<file path="src/rtl/riscv_pkg.sv">
// Shared RV32 definitions used by the M-extension sequencer and by decode.
package riscv_pkg;

  typedef enum logic [2:0] {
    MUL    = 3'b000,
    MULH   = 3'b001,
    MULHSU = 3'b010,
    MULHU  = 3'b011,
    DIV    = 3'b100,
    DIVU   = 3'b101,
    REM    = 3'b110,
    REMU   = 3'b111
  } muldiv_op_e;

  typedef enum logic [1:0] {
    IDLE = 2'd0,
    CALC = 2'd1,
    DONE = 2'd2
  } muldiv_state_e;

  localparam logic [6:0] FUNCT7_MULDIV = 7'b0000001;

  function automatic logic src_a_signed(input muldiv_op_e op);
    return op inside {MULH, MULHSU, DIV, REM};
  endfunction

  function automatic logic src_b_signed(input muldiv_op_e op);
    return op inside {MULH, DIV, REM};
  endfunction

endpackage

</file>
<file path="src/rtl/muldiv_step.sv">
// One radix-2 iteration: shift-add multiply or restoring divide on a {hi,lo} register pair.
module muldiv_step #(
  parameter int unsigned WIDTH = 32
) (
  input  logic             is_div_i,
  input  logic [WIDTH-1:0] hi_i,
  input  logic [WIDTH-1:0] lo_i,
  input  logic [WIDTH-1:0] opd_i,
  output logic [WIDTH-1:0] hi_o,
  output logic [WIDTH-1:0] lo_o
);

  logic [WIDTH:0]   sum;
  logic [WIDTH:0]   rem_sh;
  logic [WIDTH-1:0] diff;
  logic             ge;

  always_comb begin
    sum    = {1'b0, hi_i} + (lo_i[0] ? {1'b0, opd_i} : '0);
    rem_sh = {hi_i, lo_i[WIDTH-1]};
    ge     = (rem_sh >= {1'b0, opd_i});
    // Remainder after a successful subtract is below the divisor, so modulo-2^WIDTH is exact
    diff   = rem_sh[WIDTH-1:0] - opd_i;
    if (is_div_i) begin
      hi_o = ge ? diff : rem_sh[WIDTH-1:0];
      lo_o = {lo_i[WIDTH-2:0], ge};
    end else begin
      hi_o = sum[WIDTH:1];
      lo_o = {sum[0], lo_i[WIDTH-1:1]};
    end
  end

endmodule

</file>
<file path="src/rtl/muldiv_sequencer.sv">
// Multi-cycle RV32M unit: one mul/div step per cycle, stalls EX until the result is ready.
module muldiv_sequencer
  import riscv_pkg::*;
#(
  parameter int unsigned WIDTH = 32,
  parameter int unsigned CNT_W = 6
) (
  input  logic             clk,
  input  logic             rst_n,
  input  logic             start,
  input  logic [2:0]       Funct3,
  input  logic [WIDTH-1:0] SrcA,
  input  logic [WIDTH-1:0] SrcB,
  input  logic             flush,
  output logic             ready,
  output logic             stall,
  output logic             done,
  output logic [WIDTH-1:0] Result
);

  localparam logic [WIDTH-1:0]   ONE     = WIDTH'(1);
  localparam logic [2*WIDTH-1:0] ONE2    = (2*WIDTH)'(1);
  localparam logic [WIDTH-1:0]   MIN_NEG = {1'b1, {(WIDTH-1){1'b0}}};
  localparam logic [CNT_W-1:0]   LAST    = CNT_W'(WIDTH-1);

  muldiv_state_e    state_q, state_d;
  muldiv_op_e       op_q, op_d;
  logic [CNT_W-1:0] cnt_q, cnt_d;
  logic             neg_q, neg_d;
  logic [WIDTH-1:0] hi_q, hi_d;
  logic [WIDTH-1:0] lo_q, lo_d;
  logic [WIDTH-1:0] opd_q, opd_d;
  logic [WIDTH-1:0] result_q, result_d;

  logic [WIDTH-1:0]   step_hi, step_lo;
  muldiv_op_e         op_in;
  logic               sa, sb, div_zero, div_ovf;
  logic [WIDTH-1:0]   mag_a, mag_b;
  logic [2*WIDTH-1:0] prod, prod_fix;
  logic [WIDTH-1:0]   quo_fix, rem_fix, final_res;

  muldiv_step #(.WIDTH(WIDTH)) u_step (
    .is_div_i (op_q[2]),
    .hi_i     (hi_q),
    .lo_i     (lo_q),
    .opd_i    (opd_q),
    .hi_o     (step_hi),
    .lo_o     (step_lo)
  );

  always_comb begin
    op_in    = muldiv_op_e'(Funct3);
    sa       = src_a_signed(op_in) & SrcA[WIDTH-1];
    sb       = src_b_signed(op_in) & SrcB[WIDTH-1];
    mag_a    = sa ? (~SrcA + ONE) : SrcA;
    mag_b    = sb ? (~SrcB + ONE) : SrcB;
    div_zero = Funct3[2] && (SrcB == '0);
    div_ovf  = (op_in == DIV || op_in == REM) && (SrcA == MIN_NEG) && (SrcB == '1);

    // Fix-up works on the last step's outputs so Result is registered on entry to DONE
    prod     = {step_hi, step_lo};
    prod_fix = neg_q ? (~prod + ONE2) : prod;
    quo_fix  = neg_q ? (~step_lo + ONE) : step_lo;
    rem_fix  = neg_q ? (~step_hi + ONE) : step_hi;
    case (op_q)
      MUL:                 final_res = prod_fix[WIDTH-1:0];
      MULH, MULHSU, MULHU: final_res = prod_fix[2*WIDTH-1:WIDTH];
      DIV, DIVU:           final_res = quo_fix;
      default:             final_res = rem_fix;
    endcase
  end

  always_comb begin
    state_d  = state_q;
    op_d     = op_q;
    cnt_d    = cnt_q;
    neg_d    = neg_q;
    hi_d     = hi_q;
    lo_d     = lo_q;
    opd_d    = opd_q;
    result_d = result_q;
    case (state_q)
      IDLE: begin
        if (!flush && start) begin
          if (div_zero) begin
            result_d = Funct3[1] ? SrcA : '1;
            state_d  = DONE;
          end else if (div_ovf) begin
            result_d = Funct3[1] ? '0 : MIN_NEG;
            state_d  = DONE;
          end else begin
            op_d    = op_in;
            neg_d   = (op_in == REM) ? sa : (sa ^ sb);
            hi_d    = '0;
            lo_d    = Funct3[2] ? mag_a : mag_b;
            opd_d   = Funct3[2] ? mag_b : mag_a;
            cnt_d   = '0;
            state_d = CALC;
          end
        end
      end
      CALC: begin
        if (flush) begin
          state_d = IDLE;
        end else begin
          hi_d  = step_hi;
          lo_d  = step_lo;
          cnt_d = cnt_q + CNT_W'(1);
          if (cnt_q == LAST) begin
            result_d = final_res;
            state_d  = DONE;
          end
        end
      end
      default: state_d = IDLE;
    endcase
  end

  always_ff @(posedge clk or negedge rst_n) begin
    if (!rst_n) begin
      state_q  <= IDLE;
      op_q     <= MUL;
      cnt_q    <= '0;
      neg_q    <= 1'b0;
      hi_q     <= '0;
      lo_q     <= '0;
      opd_q    <= '0;
      result_q <= '0;
    end else begin
      state_q  <= state_d;
      op_q     <= op_d;
      cnt_q    <= cnt_d;
      neg_q    <= neg_d;
      hi_q     <= hi_d;
      lo_q     <= lo_d;
      opd_q    <= opd_d;
      result_q <= result_d;
    end
  end

  assign ready  = (state_q == IDLE);
  assign done   = (state_q == DONE);
  assign stall  = start & ~done;
  assign Result = result_q;

endmodule
</file>
<file path="config.mk">
export PLATFORM = sky130hd
export DESIGN_NAME = muldiv_sequencer
export DESIGN_NICKNAME = d
export VERILOG_FILES = /design/src/rtl/riscv_pkg.sv /design/src/rtl/muldiv_step.sv /design/src/rtl/muldiv_sequencer.sv
export SDC_FILE = /design/constraint.sdc
export NUM_CORES = 1
export LEC_CHECK = 0
export ABC_AREA = 1
export BUFFER_PORTS_ARGS = -buffer_cell sky130_fd_sc_hd__buf_2
export CORE_ASPECT_RATIO = 1.1
export CORE_MARGIN = 2
export CORE_UTILIZATION = 33
export CTS_BUF_LIST = sky130_fd_sc_hd__clkbuf_4 sky130_fd_sc_hd__clkbuf_8
export CTS_CLUSTER_DIAMETER = 120
export DETAILED_ROUTE_END_ITERATION = 6
export GPL_TIMING_DRIVEN = 0
export PLACE_DENSITY = 0.47
export SLEW_MARGIN = 20
export SYNTH_ARGS = -nofsm -noshare
export SYNTH_HDL_FRONTEND = slang
export SYNTH_HIERARCHICAL = 1
export SYNTH_SLANG_ARGS = --single-unit
</file>
<file path="constraint.sdc">
create_clock -name clk -period 3.8 [get_ports clk]
set_clock_uncertainty 0.2 [all_clocks]
set_input_delay 0.76 -clock clk [delete_from_list [all_inputs] [get_ports clk]]
set_output_delay 0.76 -clock clk [all_outputs]
set_load 0.005 [all_outputs]
</file>
==> impl_metrics.env, run 1 <==
export IMPL_ioPinCount=106
export IMPL_hold_startpoint="Result[5]$_DFFE_PN0P_"
export IMPL_clock_tree_htree_level_count=4
export IMPL_path_clk_slew_ns=0.10
export IMPL_ys_warnings_count=6
export IMPL_drive_gt1_share_pct=28.2
export IMPL_grt_max_degree=76
export IMPL_finalSetupViolations=22
export IMPL_drt_initial_drc_count=2456
export IMPL_maxCapViolCount=0
export IMPL_start_kind="flop"
export IMPL_track_usage_pct=33.4
export IMPL_most_common_library_cell_in_the_layout_ignoring_fill_and_taps="nand2_1"
export IMPL_finish_net_count=3877
export IMPL_worstSkewPairLatency_ns=0.54
export IMPL_remaining_number_of_nets_flagged_by_the_antenna_check_after_routing=0
export IMPL_critical_path_slowest_cell="dfrtp_4"
export IMPL_core_area_um2=57000
export IMPL_detailroute_via_count=24084
export IMPL_path_max_fanout=8
export IMPL_finalMaxSlewViolations=0
export IMPL_post_layout_total_power_mw=22.2
export IMPL_first_pass_grt_wire_length_mm=145
export IMPL_worst_pin_slew_ns=1.20
export IMPL_startpoint="lo_q[0]$_DFFE_PN0P_"
export IMPL_via_count_of_the_first_global_routing_pass=22586
export IMPL_static_leakage_power_nw=12.3
export IMPL_clock_buffers_created_by_tritoncts=17
export IMPL_floorplan_initialDensity_pct=33.2
export IMPL_place_detailed_hpwl_mm=79.7
export IMPL_ys_dominant_reg_cell="dfrtp_1"
export IMPL_routed_wire_length_mm=101
export IMPL_cpPeakStageDelay_ns=0.60
export IMPL_critPathTopFamily="simple AND/OR/NAND/NOR gates"
export IMPL_critPathKind="reg -> reg"
export IMPL_port_buffers=104
export IMPL_crit_path_frequent_cell="nand2_2"
export IMPL_violated_checks="setup timing"
export IMPL_cellPowerDensity_nw_per_um2=880
export IMPL_worstPathRequired_ns=4.03
export IMPL_post_layout_nonfiller_instances=4499
export IMPL_worstHoldEndpoint="Result[5]$_DFFE_PN0P_"
export IMPL_final_setup_tns_ns=-1.45
export IMPL_average_instance_area_after_synthesis_um2=5.47
export IMPL_route_detailed_wl_per_inst_um=22.5
export IMPL_hold_path_class="reg -> reg"
export IMPL_clock_fmax_mhz=254
export IMPL_final_setup_worst_slack_ns=-0.136
export IMPL_outcome="finished, violations left"
export IMPL_syn_num_nets=3605
export IMPL_syn_inst=3462
export IMPL_worstReg2RegEnd="Result[31]$_DFFE_PN0P_"
export IMPL_tritoncts="done"
export IMPL_setup_crit_end_kind="flop"
export IMPL_cell_taking_the_most_area_after_synthesis="nand2_1"
export IMPL_cts_max_path_buffers=2
export IMPL_power_ir_vdd_worst_mv=0.372
export IMPL_ranking_of_synthesized_cells_by_area="nand2_1 25%, dfrtp_1 18%, nand3_1 9.9%"
export IMPL_period_needed_ns=3.94
export IMPL_global_route_overflow_total=0
export IMPL_synth_top_area_share_pct=25.4
export IMPL_hold_depth=2
export IMPL_layout_cells_most_common_list="1089 x nand2_1, 368 x inv_1, 310 x nand3_1"
export IMPL_synth_distinct_cells=51
export IMPL_syn_to_final_growth_pct=33.5
export IMPL_ys_async_sr_fraction_pct=100
export IMPL_number_of_storage_elements_in_the_synthesis_netlist=140
export IMPL_final_hold_viol_count=0
export IMPL_die_y_um=255
export IMPL_finalCoreUtilization_pct=44.4
export IMPL_clock_root_buffer="clkbuf_8"
export IMPL_reg2reg_from="lo_q[0]$_DFFE_PN0P_"
export IMPL_post_route_cell_area_um2=25300
export IMPL_floorplan_die_width_um=232
export IMPL_synth_sequential_area_ratio_pct=18.5
export IMPL_place_congestion=0.998
export IMPL_antenna_found_initial=1
export IMPL_dpl_cell_count=4319
export IMPL_post_drt_via_cell_ratio=5.35
export IMPL_drt_pre_antenna_iters=6
export IMPL_insertedDiodeCount=0
export IMPL_drc=0
export IMPL_final_fill_count=6319
export IMPL_cts_sinks=140
export IMPL_placedInstanceArea_um2=20400
export IMPL_row_count=92
export IMPL_rsz0062_at_grt="true"
export IMPL_arrival_ns=4.17
export IMPL_reg2regPathDepth=26
export IMPL_r2r_setup_slack_ns=-0.14
export IMPL_final_min_period_over_clock_period_pct=104
export IMPL_worst_hold_slack_ns=0.287
export IMPL_synth_cell_area_um2=18900
export IMPL_critical_path_buffer_and_inverter_count=4
export IMPL_number_of_enable_flip_flop_cells_after_synthesis=0
export IMPL_max_slew_margin_vs_limit_pct=19.7
export IMPL_pre_cts_slack_ns=-1.37
export IMPL_dieArea_um2=59300
-- sequential cells by signal (all words and copies together), names as in the netlist --
register and flops:
Result 32, hi_q 32, cnt_q 6, op_q 3, state_q 2, neg_q 1
lo_q 32, opd_q 32
-- worst register-to-register path, cell delays in order, from the launching register on --
cell     delay, ns
dfrtp_4       0.60
buf_8         0.18
nand2_2       0.05
inv_2         0.04
ha_4          0.15
fa_2          0.36
nand2_2       0.08
nand2_2       0.06
and2_4        0.17
a21oi_4       0.18
buf_6         0.15
xor2_4        0.15
o21ai_4       0.12
nor2_4        0.20
nand2_4       0.10
nor2_4        0.10
nand2_2       0.07
nand2_2       0.10
inv_2         0.07
nor2_4        0.15
nand3_2       0.07
nand3_1       0.08
nand2_1       0.08
nand2_2       0.11
nand2_1       0.07
nand2_1       0.09
nand2_1       0.06
-- cells in the mapped netlist (4+ instances only) --
cell,instances
nand2_2,17
or2_2,11
a21o_1,4
dfrtp_1,140
buf_1,8
nand3_2,6
buf_2,35
o21ai_2,4
nand3_1,374
ha_1,70
o21ai_0,173
a21oi_1,124
xor2_1,42
clkbuf_1,53
nor2_1,392
nor2_4,6
o21ai_1,50
nor4_1,4
inv_2,16
o21bai_1,6
nand2_4,5
inv_1,407
nand3b_1,35
buf_4,4
buf_6,15
nor2_2,39
nand2_1,1284
a31oi_1,5
o211ai_1,24
and2_1,5
xnor2_1,20
o21a_1,6
nand4_1,37
nor3_1,16
-- cell families (layout without fill, tap and decap cells) --
family / after synthesis / count (layout) / synth area share [%]
AND/OR/NAND/NOR: 2239 / 2239 / 50.4
buffers and inverters: 542 / 827 / 11.8
AO/OA/AOI/OAI: 405 / 405 / 11.5
flip-flops: 140 / 140 / 18.5
adder cells (fa/ha/maj): 72 / 72 / 4.84
XOR/XNOR: 64 / 64 / 3.04
-- worst max path at each step --
stage | endpoint | slack (ns) | depth (start not counted)
after floorplan | Result[28]$_DFFE_PN0P_ | 0.08 | 26
after global placement | Result[31]$_DFFE_PN0P_ | -1.42 | 28
after detailed placement | Result[31]$_DFFE_PN0P_ | -1.37 | 28
after CTS | Result[31]$_DFFE_PN0P_ | -0.05 | 27
after global routing | Result[25]$_DFFE_PN0P_ | -0.33 | 29
final | Result[31]$_DFFE_PN0P_ | -0.14 | 26
-- power by group --
part / total [mW] / switching (mW) / internal [mW] / leakage (nW)
registers: 2.78 / 0.701 / 2.08 / 1.71
clock network: 1.40 / 0.771 / 0.627 / 0.208
logic: 18.1 / 11.7 / 6.33 / 10.4
total: 22.2 / 13.2 / 9.04 / 12.3
-- per-layer routing --
layer | routed length [um] | global-route usage, %
met4 | 5980 | 17.1
met5 | 8 | 0
met1 | 42400 | 42.9
met3 | 6880 | 5.05
met2 | 45900 | 54.3
-- cell type report --
| cell class | instances | area [um^2] | area share, % |
|---|---|---|---|
| multi-input cells | 2780 | 16300 | 64.3 |
| flip-flops and latches | 140 | 3570 | 14.1 |
| well taps | 752 | 941 | 3.72 |
| inverters | 426 | 1630 | 6.46 |
| clock buffers | 18 | 248 | 0.980 |
| clock inverters | 14 | 170 | 0.673 |
| repair buffers | 254 | 1750 | 6.94 |
| plain buffers | 115 | 699 | 2.77 |
-- repair_timing --
| action | in CTS | in global routing |
|---|---|---|
| hold buffers | 1 | 0 |
| pin swaps | 88 | 156 |
| buffers inserted | 81 | 64 |
| setup endpoints to repair | 34 | 32 |
| gates resized for setup | 497 | 383 |
| endpoints found under the hold margin | 8 | 0 |
| cloned | 1 | 2 |
No activity file was read; power rests on OpenSTA's default activity.
==> run 2, diff against run 1 <==
--- a/config.mk
+++ b/config.mk
@@ -12,11 +12,11 @@
 export CORE_UTILIZATION = 33
 export CTS_BUF_LIST = sky130_fd_sc_hd__clkbuf_4 sky130_fd_sc_hd__clkbuf_8
 export CTS_CLUSTER_DIAMETER = 120
+export CTS_CLUSTER_SIZE = 12
 export DETAILED_ROUTE_END_ITERATION = 6
 export GPL_TIMING_DRIVEN = 0
-export PLACE_DENSITY = 0.47
+export PLACE_DENSITY = 0.54
 export SLEW_MARGIN = 20
 export SYNTH_ARGS = -nofsm -noshare
 export SYNTH_HDL_FRONTEND = slang
-export SYNTH_HIERARCHICAL = 1
 export SYNTH_SLANG_ARGS = --single-unit
==> run 2 against run 1 <==
- the run ends with DRC, setup timing left
- setup slack worse by 0.27 ns
- register-to-register slack worse by 0.27 ns
- worst hold slack gained 0.020 ns
- non-clock buffer count down 7
- via count down 6.2%
- clock-buffer cell count decreased by 1
- fmax fell by 6.5%
- global-route usage barely moved
- critical path depth is 4 higher
- synthesized cell count down 9.2%
- wire length fell by 5.6%
- die area shrank 5.1%
- largest cell class unchanged
- highest routed layer is now met4
==> impl_metrics.env, run 2 <==
export IMPL_outcome="finished, violations left"
export IMPL_violated_checks="DRC, setup timing"
export IMPL_antenna_found_initial=1
export IMPL_pre_cts_slack_ns=-1.39
export IMPL_drt_pre_antenna_iters=7
export IMPL_period_needed_ns=4.21
export IMPL_floorplan_die_width_um=226
export IMPL_remaining_number_of_nets_flagged_by_the_antenna_check_after_routing=0
export IMPL_worstHoldEndpoint="cnt_q[3]$_DFFE_PN0P_"
export IMPL_setup_crit_end_kind="flop"
export IMPL_reg2reg_from="opd_q[25]$_DFFE_PN0P_"
export IMPL_average_instance_area_after_synthesis_um2=5.72
export IMPL_worstPathRequired_ns=4.00
export IMPL_detailroute_via_count=22595
export IMPL_cts_max_path_buffers=2
export IMPL_syn_inst=3142
export IMPL_via_count_of_the_first_global_routing_pass=21337
export IMPL_ys_dominant_reg_cell="dfrtp_1"
export IMPL_drive_gt1_share_pct=25.9
export IMPL_final_min_period_over_clock_period_pct=111
export IMPL_ys_async_sr_fraction_pct=100
export IMPL_cts_sinks=140
export IMPL_floorplan_initialDensity_pct=33.5
export IMPL_core_area_um2=53700
export IMPL_drc=1
export IMPL_path_clk_slew_ns=0.10
export IMPL_dieArea_um2=56300
export IMPL_critPathTopFamily="simple AND/OR/NAND/NOR gates"
export IMPL_r2r_setup_slack_ns=-0.41
export IMPL_place_detailed_hpwl_mm=75.6
export IMPL_synth_distinct_cells=56
export IMPL_synth_top_cells_by_count="934 x nand2_1, 456 x inv_1, 360 x nor2_1"
export IMPL_route_detailed_wl_per_inst_um=23.0
export IMPL_ioPinCount=106
export IMPL_post_drt_via_cell_ratio=5.44
export IMPL_start_kind="flop"
export IMPL_max_slew_margin_vs_limit_pct=38.1
export IMPL_ranking_of_synthesized_cells_by_area="nand2_1 20%, dfrtp_1 20%, inv_1 9.5%"
export IMPL_die_y_um=249
export IMPL_final_setup_tns_ns=-6.38
export IMPL_clock_buffers_created_by_tritoncts=17
export IMPL_finalMaxSlewViolations=0
export IMPL_critical_path_slowest_cell="dfrtp_1"
export IMPL_cell_taking_the_most_area_after_synthesis="nand2_1"
export IMPL_syn_num_nets=3285
export IMPL_track_usage_pct=33.5
export IMPL_synth_top_area_share_pct=19.5
export IMPL_place_congestion=1.04
export IMPL_hold_startpoint="cnt_q[3]$_DFFE_PN0P_"
export IMPL_number_of_storage_elements_in_the_synthesis_netlist=140
export IMPL_arrival_ns=4.41
export IMPL_drt_initial_drc_count=2343
export IMPL_maxCapViolCount=0
export IMPL_port_buffers=104
export IMPL_final_hold_viol_count=0
export IMPL_global_route_overflow_total=0
export IMPL_critPathKind="reg -> reg"
export IMPL_finalCoreUtilization_pct=43.4
export IMPL_hold_path_class="reg -> reg"
export IMPL_worst_pin_slew_ns=0.918
export IMPL_synth_cell_area_um2=18000
export IMPL_finish_net_count=3558
export IMPL_hold_depth=1
export IMPL_grt_max_degree=99
export IMPL_rsz0062_at_grt="true"
export IMPL_clock_tree_htree_level_count=4
export IMPL_worstSkewPairLatency_ns=0.51
export IMPL_worst_hold_slack_ns=0.307
export IMPL_critical_path_buffer_and_inverter_count=3
export IMPL_ys_warnings_count=0
export IMPL_number_of_enable_flip_flop_cells_after_synthesis=0
export IMPL_clock_fmax_mhz=238
export IMPL_final_setup_worst_slack_ns=-0.408
export IMPL_path_max_fanout=5
export IMPL_routed_wire_length_mm=95.4
export IMPL_syn_to_final_growth_pct=29.8
export IMPL_row_count=89
export IMPL_synth_sequential_area_ratio_pct=19.5
export IMPL_tritoncts="done"
export IMPL_clock_root_buffer="clkbuf_8"
export IMPL_first_pass_grt_wire_length_mm=138
export IMPL_worstReg2RegEnd="Result[10]$_DFFE_PN0P_"
export IMPL_cpPeakStageDelay_ns=0.41
export IMPL_reg2regPathDepth=30
export IMPL_layout_cells_most_common_list="818 x nand2_1, 408 x inv_1, 308 x nor2_1"
export IMPL_most_common_library_cell_in_the_layout_ignoring_fill_and_taps="nand2_1"
export IMPL_finalSetupViolations=30
export IMPL_post_synth_top_count_cell="nand2_1"
## run 2: cell types whose count changed after synthesis, moves of 16 or more
cell,previous run,this run
nand2_1,1284,934
nand3_1,374,251
inv_1,407,456
a21oi_1,124,161
xor2_1,42,79
nor2_1,392,360
nand3b_1,35,12
o21ai_1,50,27
nor3_1,16,36
o221ai_1,0,16
o22ai_1,2,18
## run 2: per-layer routing
metal  track usage [%]  routed length, um  part of all wire (%)
met1              41.2              37800                    40
met2              51.8              41600                    44
met3              4.96               6580                   6.9
met4              26.6               9440                   9.9
met5                 0                  0                     0
## run 2: logic make-up after synthesis
kind of cell | synth area share (%)
AOI/OAI and AO/OA | 16.4
xor gates and xnor gates | 4.78
adders and majority gates | 5.10
buffers and inverters | 12.9
DFF | 19.5
and+or+nand+nor | 41.4
## run 2: through the flow
| stage | cells | instance area [um^2] |
|---|---|---|
| floorplan | 3142 | 18000 |
| global placement | 3974 | 19400 |
| detailed placement | 3976 | 19400 |
| CTS | 4126 | 22400 |
| global route | 4156 | 23300 |
| finish | 4157 | 23300 |
## run 2: worst max path at each step
stage | start | end | slack, ns | depth (start not counted)
finish | opd_q[25]$_DFFE_PN0P_ | Result[10]$_DFFE_PN0P_ | -0.41 | 30
global route | opd_q[8]$_DFFE_PN0P_ | Result[26]$_DFFE_PN0P_ | -0.55 | 33
CTS | hi_q[25]$_DFFE_PN0P_ | Result[26]$_DFFE_PN0P_ | -0.35 | 29
detailed placement | lo_q[0]$_DFFE_PN0P_ | Result[30]$_DFFE_PN0P_ | -1.39 | 23
global placement | lo_q[0]$_DFFE_PN0P_ | Result[30]$_DFFE_PN0P_ | -1.42 | 23
floorplan | hi_q[12]$_DFFE_PN0P_ | Result[30]$_DFFE_PN0P_ | 0.05 | 28
## run 2: cell type report
type,instances,area (um^2)
Antenna cell,1,2.50
Buffer,107,606
Clock buffer,17,234
Clock inverter,15,184
Fill cell,5999,30400
Inverter,469,1790
Multi-Input combinational cell,2425,14300
Sequential cell,140,3550
Tap cell,728,911
Timing Repair Buffer,255,1750
## run 2: repair_timing
action                     in CTS  in global routing
pin swaps                      75                 70
hold buffers                    1                  0
buffers inserted              122                 34
hold endpoints to repair       42                  0
setup endpoints to repair      77                115
gates cloned                    1                  0
resized for setup             411                192
## run 2: worst register-to-register path: cells and delay by family, from the launching register on
family	cells	cell delay [ns]
buffers and inverters	3	0.37
flip-flops	1	0.41
adder cells (fa/ha/maj)	2	0.43
AND/OR/NAND/NOR	19	1.85
AO/OA/AOI/OAI	6	0.83
Power of run 2 is not shown: default switching activity piles up to over one toggle a cycle in this logic, so the estimate is an artifact.
==> run 3, diff against run 2 <==
--- a/config.mk
+++ b/config.mk
@@ -16,6 +16,7 @@
 export DETAILED_ROUTE_END_ITERATION = 6
 export GPL_TIMING_DRIVEN = 0
 export PLACE_DENSITY = 0.54
+export SKIP_CTS_REPAIR_TIMING = 1
 export SLEW_MARGIN = 20
 export SYNTH_ARGS = -nofsm -noshare
 export SYNTH_HDL_FRONTEND = slang
==> run 3 against run 2 <==
- cell area down 3.2%
- first-iteration DRC count shrank 8.5%
- largest cell class unchanged
- critical path depth down 2
- sequential share of layout area increased by 0.53 points
- the run still ends with DRC, setup timing left
- critical path type unchanged
- sequential cell count unchanged
- non-clock buffer count fell by 47
- clock-buffer cell count stayed put
==> impl_metrics.env, run 3 (synthesis results as in run 2) <==
export IMPL_worstSkewPairLatency_ns=0.51
export IMPL_finalCoreUtilization_pct=42.0
export IMPL_die_y_um=249
export IMPL_drt_initial_drc_count=2145
export IMPL_finalSetupViolations=31
export IMPL_path_clk_slew_ns=0.10
export IMPL_remaining_number_of_nets_flagged_by_the_antenna_check_after_routing=0
export IMPL_worst_pin_slew_ns=0.925
export IMPL_outcome="finished, violations left"
export IMPL_arrival_ns=4.64
export IMPL_final_min_period_over_clock_period_pct=116
export IMPL_cpPeakStageDelay_ns=0.48
export IMPL_drt_pre_antenna_iters=7
export IMPL_dieArea_um2=56300
export IMPL_final_fill_count=6098
export IMPL_first_pass_grt_wire_length_mm=131
export IMPL_critPathKind="reg -> reg"
export IMPL_grt_max_degree=99
export IMPL_clock_root_buffer="clkbuf_8"
export IMPL_finalMaxSlewViolations=0
export IMPL_rsz0062_at_grt="true"
export IMPL_core_area_um2=53700
export IMPL_via_count_of_the_first_global_routing_pass=20182
export IMPL_routed_wire_length_mm=91.8
export IMPL_worstPathRequired_ns=4.03
export IMPL_detailroute_via_count=22017
export IMPL_maxCapViolCount=0
export IMPL_row_count=89
export IMPL_global_route_overflow_total=0
export IMPL_place_detailed_hpwl_mm=75.6
export IMPL_start_kind="flop"
export IMPL_violated_checks="DRC, setup timing"
export IMPL_cts_sinks=140
export IMPL_floorplan_initialDensity_pct=33.5
export IMPL_hold_path_class="reg -> reg"
export IMPL_clock_fmax_mhz=227
export IMPL_placedInstanceArea_um2=19400
export IMPL_port_buffers=104
export IMPL_route_detailed_wl_per_inst_um=22.3
export IMPL_drc=5
export IMPL_clock_buffers_created_by_tritoncts=17
export IMPL_crit_path_frequent_cell="nand2_2"
export IMPL_post_layout_nonfiller_instances=4109
export IMPL_clock_tree_htree_level_count=4
export IMPL_max_slew_margin_vs_limit_pct=37.7
export IMPL_setup_crit_end_kind="flop"
export IMPL_post_route_cell_area_um2=22500
export IMPL_insertedDiodeCount=0
export IMPL_dpl_cell_count=3976
export IMPL_cts_max_path_buffers=2
export IMPL_drive_gt1_share_pct=23.4
export IMPL_layout_cells_most_common_list="840 x nand2_1, 419 x inv_1, 308 x nor2_1"
export IMPL_track_usage_pct=31.5
export IMPL_critical_path_slowest_cell="dfrtp_2"
export IMPL_floorplan_die_width_um=226
export IMPL_finish_net_count=3511
export IMPL_post_drt_via_cell_ratio=5.36
export IMPL_period_needed_ns=4.41
export IMPL_ioPinCount=106
export IMPL_final_hold_viol_count=0
export IMPL_most_common_library_cell_in_the_layout_ignoring_fill_and_taps="nand2_1"
export IMPL_syn_to_final_growth_pct=25.6
export IMPL_final_setup_worst_slack_ns=-0.608
export IMPL_antenna_found_initial=0
export IMPL_pre_cts_slack_ns=-1.39
export IMPL_path_max_fanout=6
export IMPL_tritoncts="done"
export IMPL_place_congestion=1.04
## run 3: critical path: cells and delay by family (launching register included)
kind	cells	cell delay (ns)
adder cells (fa/ha/maj)	2	0.41
flip-flops	1	0.48
buffers and inverters	1	0.12
AO/OA/AOI/OAI	6	0.97
AND/OR/NAND/NOR	19	2.12
## run 3: worst paths after layout
check                                          to                   from  slack [ns]  cells past startpoint
min                          cnt_q[3]$_DFFE_PN0P_   cnt_q[3]$_DFFE_PN0P_        0.31                      1
max reg2reg                Result[22]$_DFFE_PN0P_  opd_q[24]$_DFFE_PN0P_       -0.61                     28
max                        Result[22]$_DFFE_PN0P_  opd_q[24]$_DFFE_PN0P_       -0.61                     28
max in group asynchronous    lo_q[26]$_DFFE_PN0P_                  rst_n        1.96                      3
min in group asynchronous    lo_q[19]$_DFFE_PN0P_                  rst_n        0.54                      2
min reg2reg                  cnt_q[3]$_DFFE_PN0P_   cnt_q[3]$_DFFE_PN0P_        0.31                      1
## run 3: metal layers
metal / GRT usage, % / up-vias / wire [um]
met4: 20.2 / 0 / 6840
li1: - / 10542 / -
met5: 0 / - / 0
met3: 4.38 / 240 / 6290
met2: 50.0 / 980 / 41300
met1: 39.9 / 10255 / 37300
## run 3: per-stage QoR
stage	setup TNS, ns	hold slack [ns]
floorplan	0	0.255
finish	-8.90	0.307
CTS	-40.26	-0.0573
detailed placement	-85.23	0.293
global placement	-170.39	0.282
global route	-14.81	0.321
## run 3: cell type report
type | count | area (um^2) | share of cell area, %
Multi-Input combinational cell | 2425 | 13900 | 61.8
Inverter | 469 | 1790 | 7.92
Sequential cell | 140 | 3550 | 15.8
Buffer | 107 | 587 | 2.60
Clock buffer | 17 | 234 | 1.04
Timing Repair Buffer | 208 | 1370 | 6.05
Clock inverter | 15 | 184 | 0.816
Tap cell | 728 | 911 | 4.04
Power of run 3 is left out for the same reason.
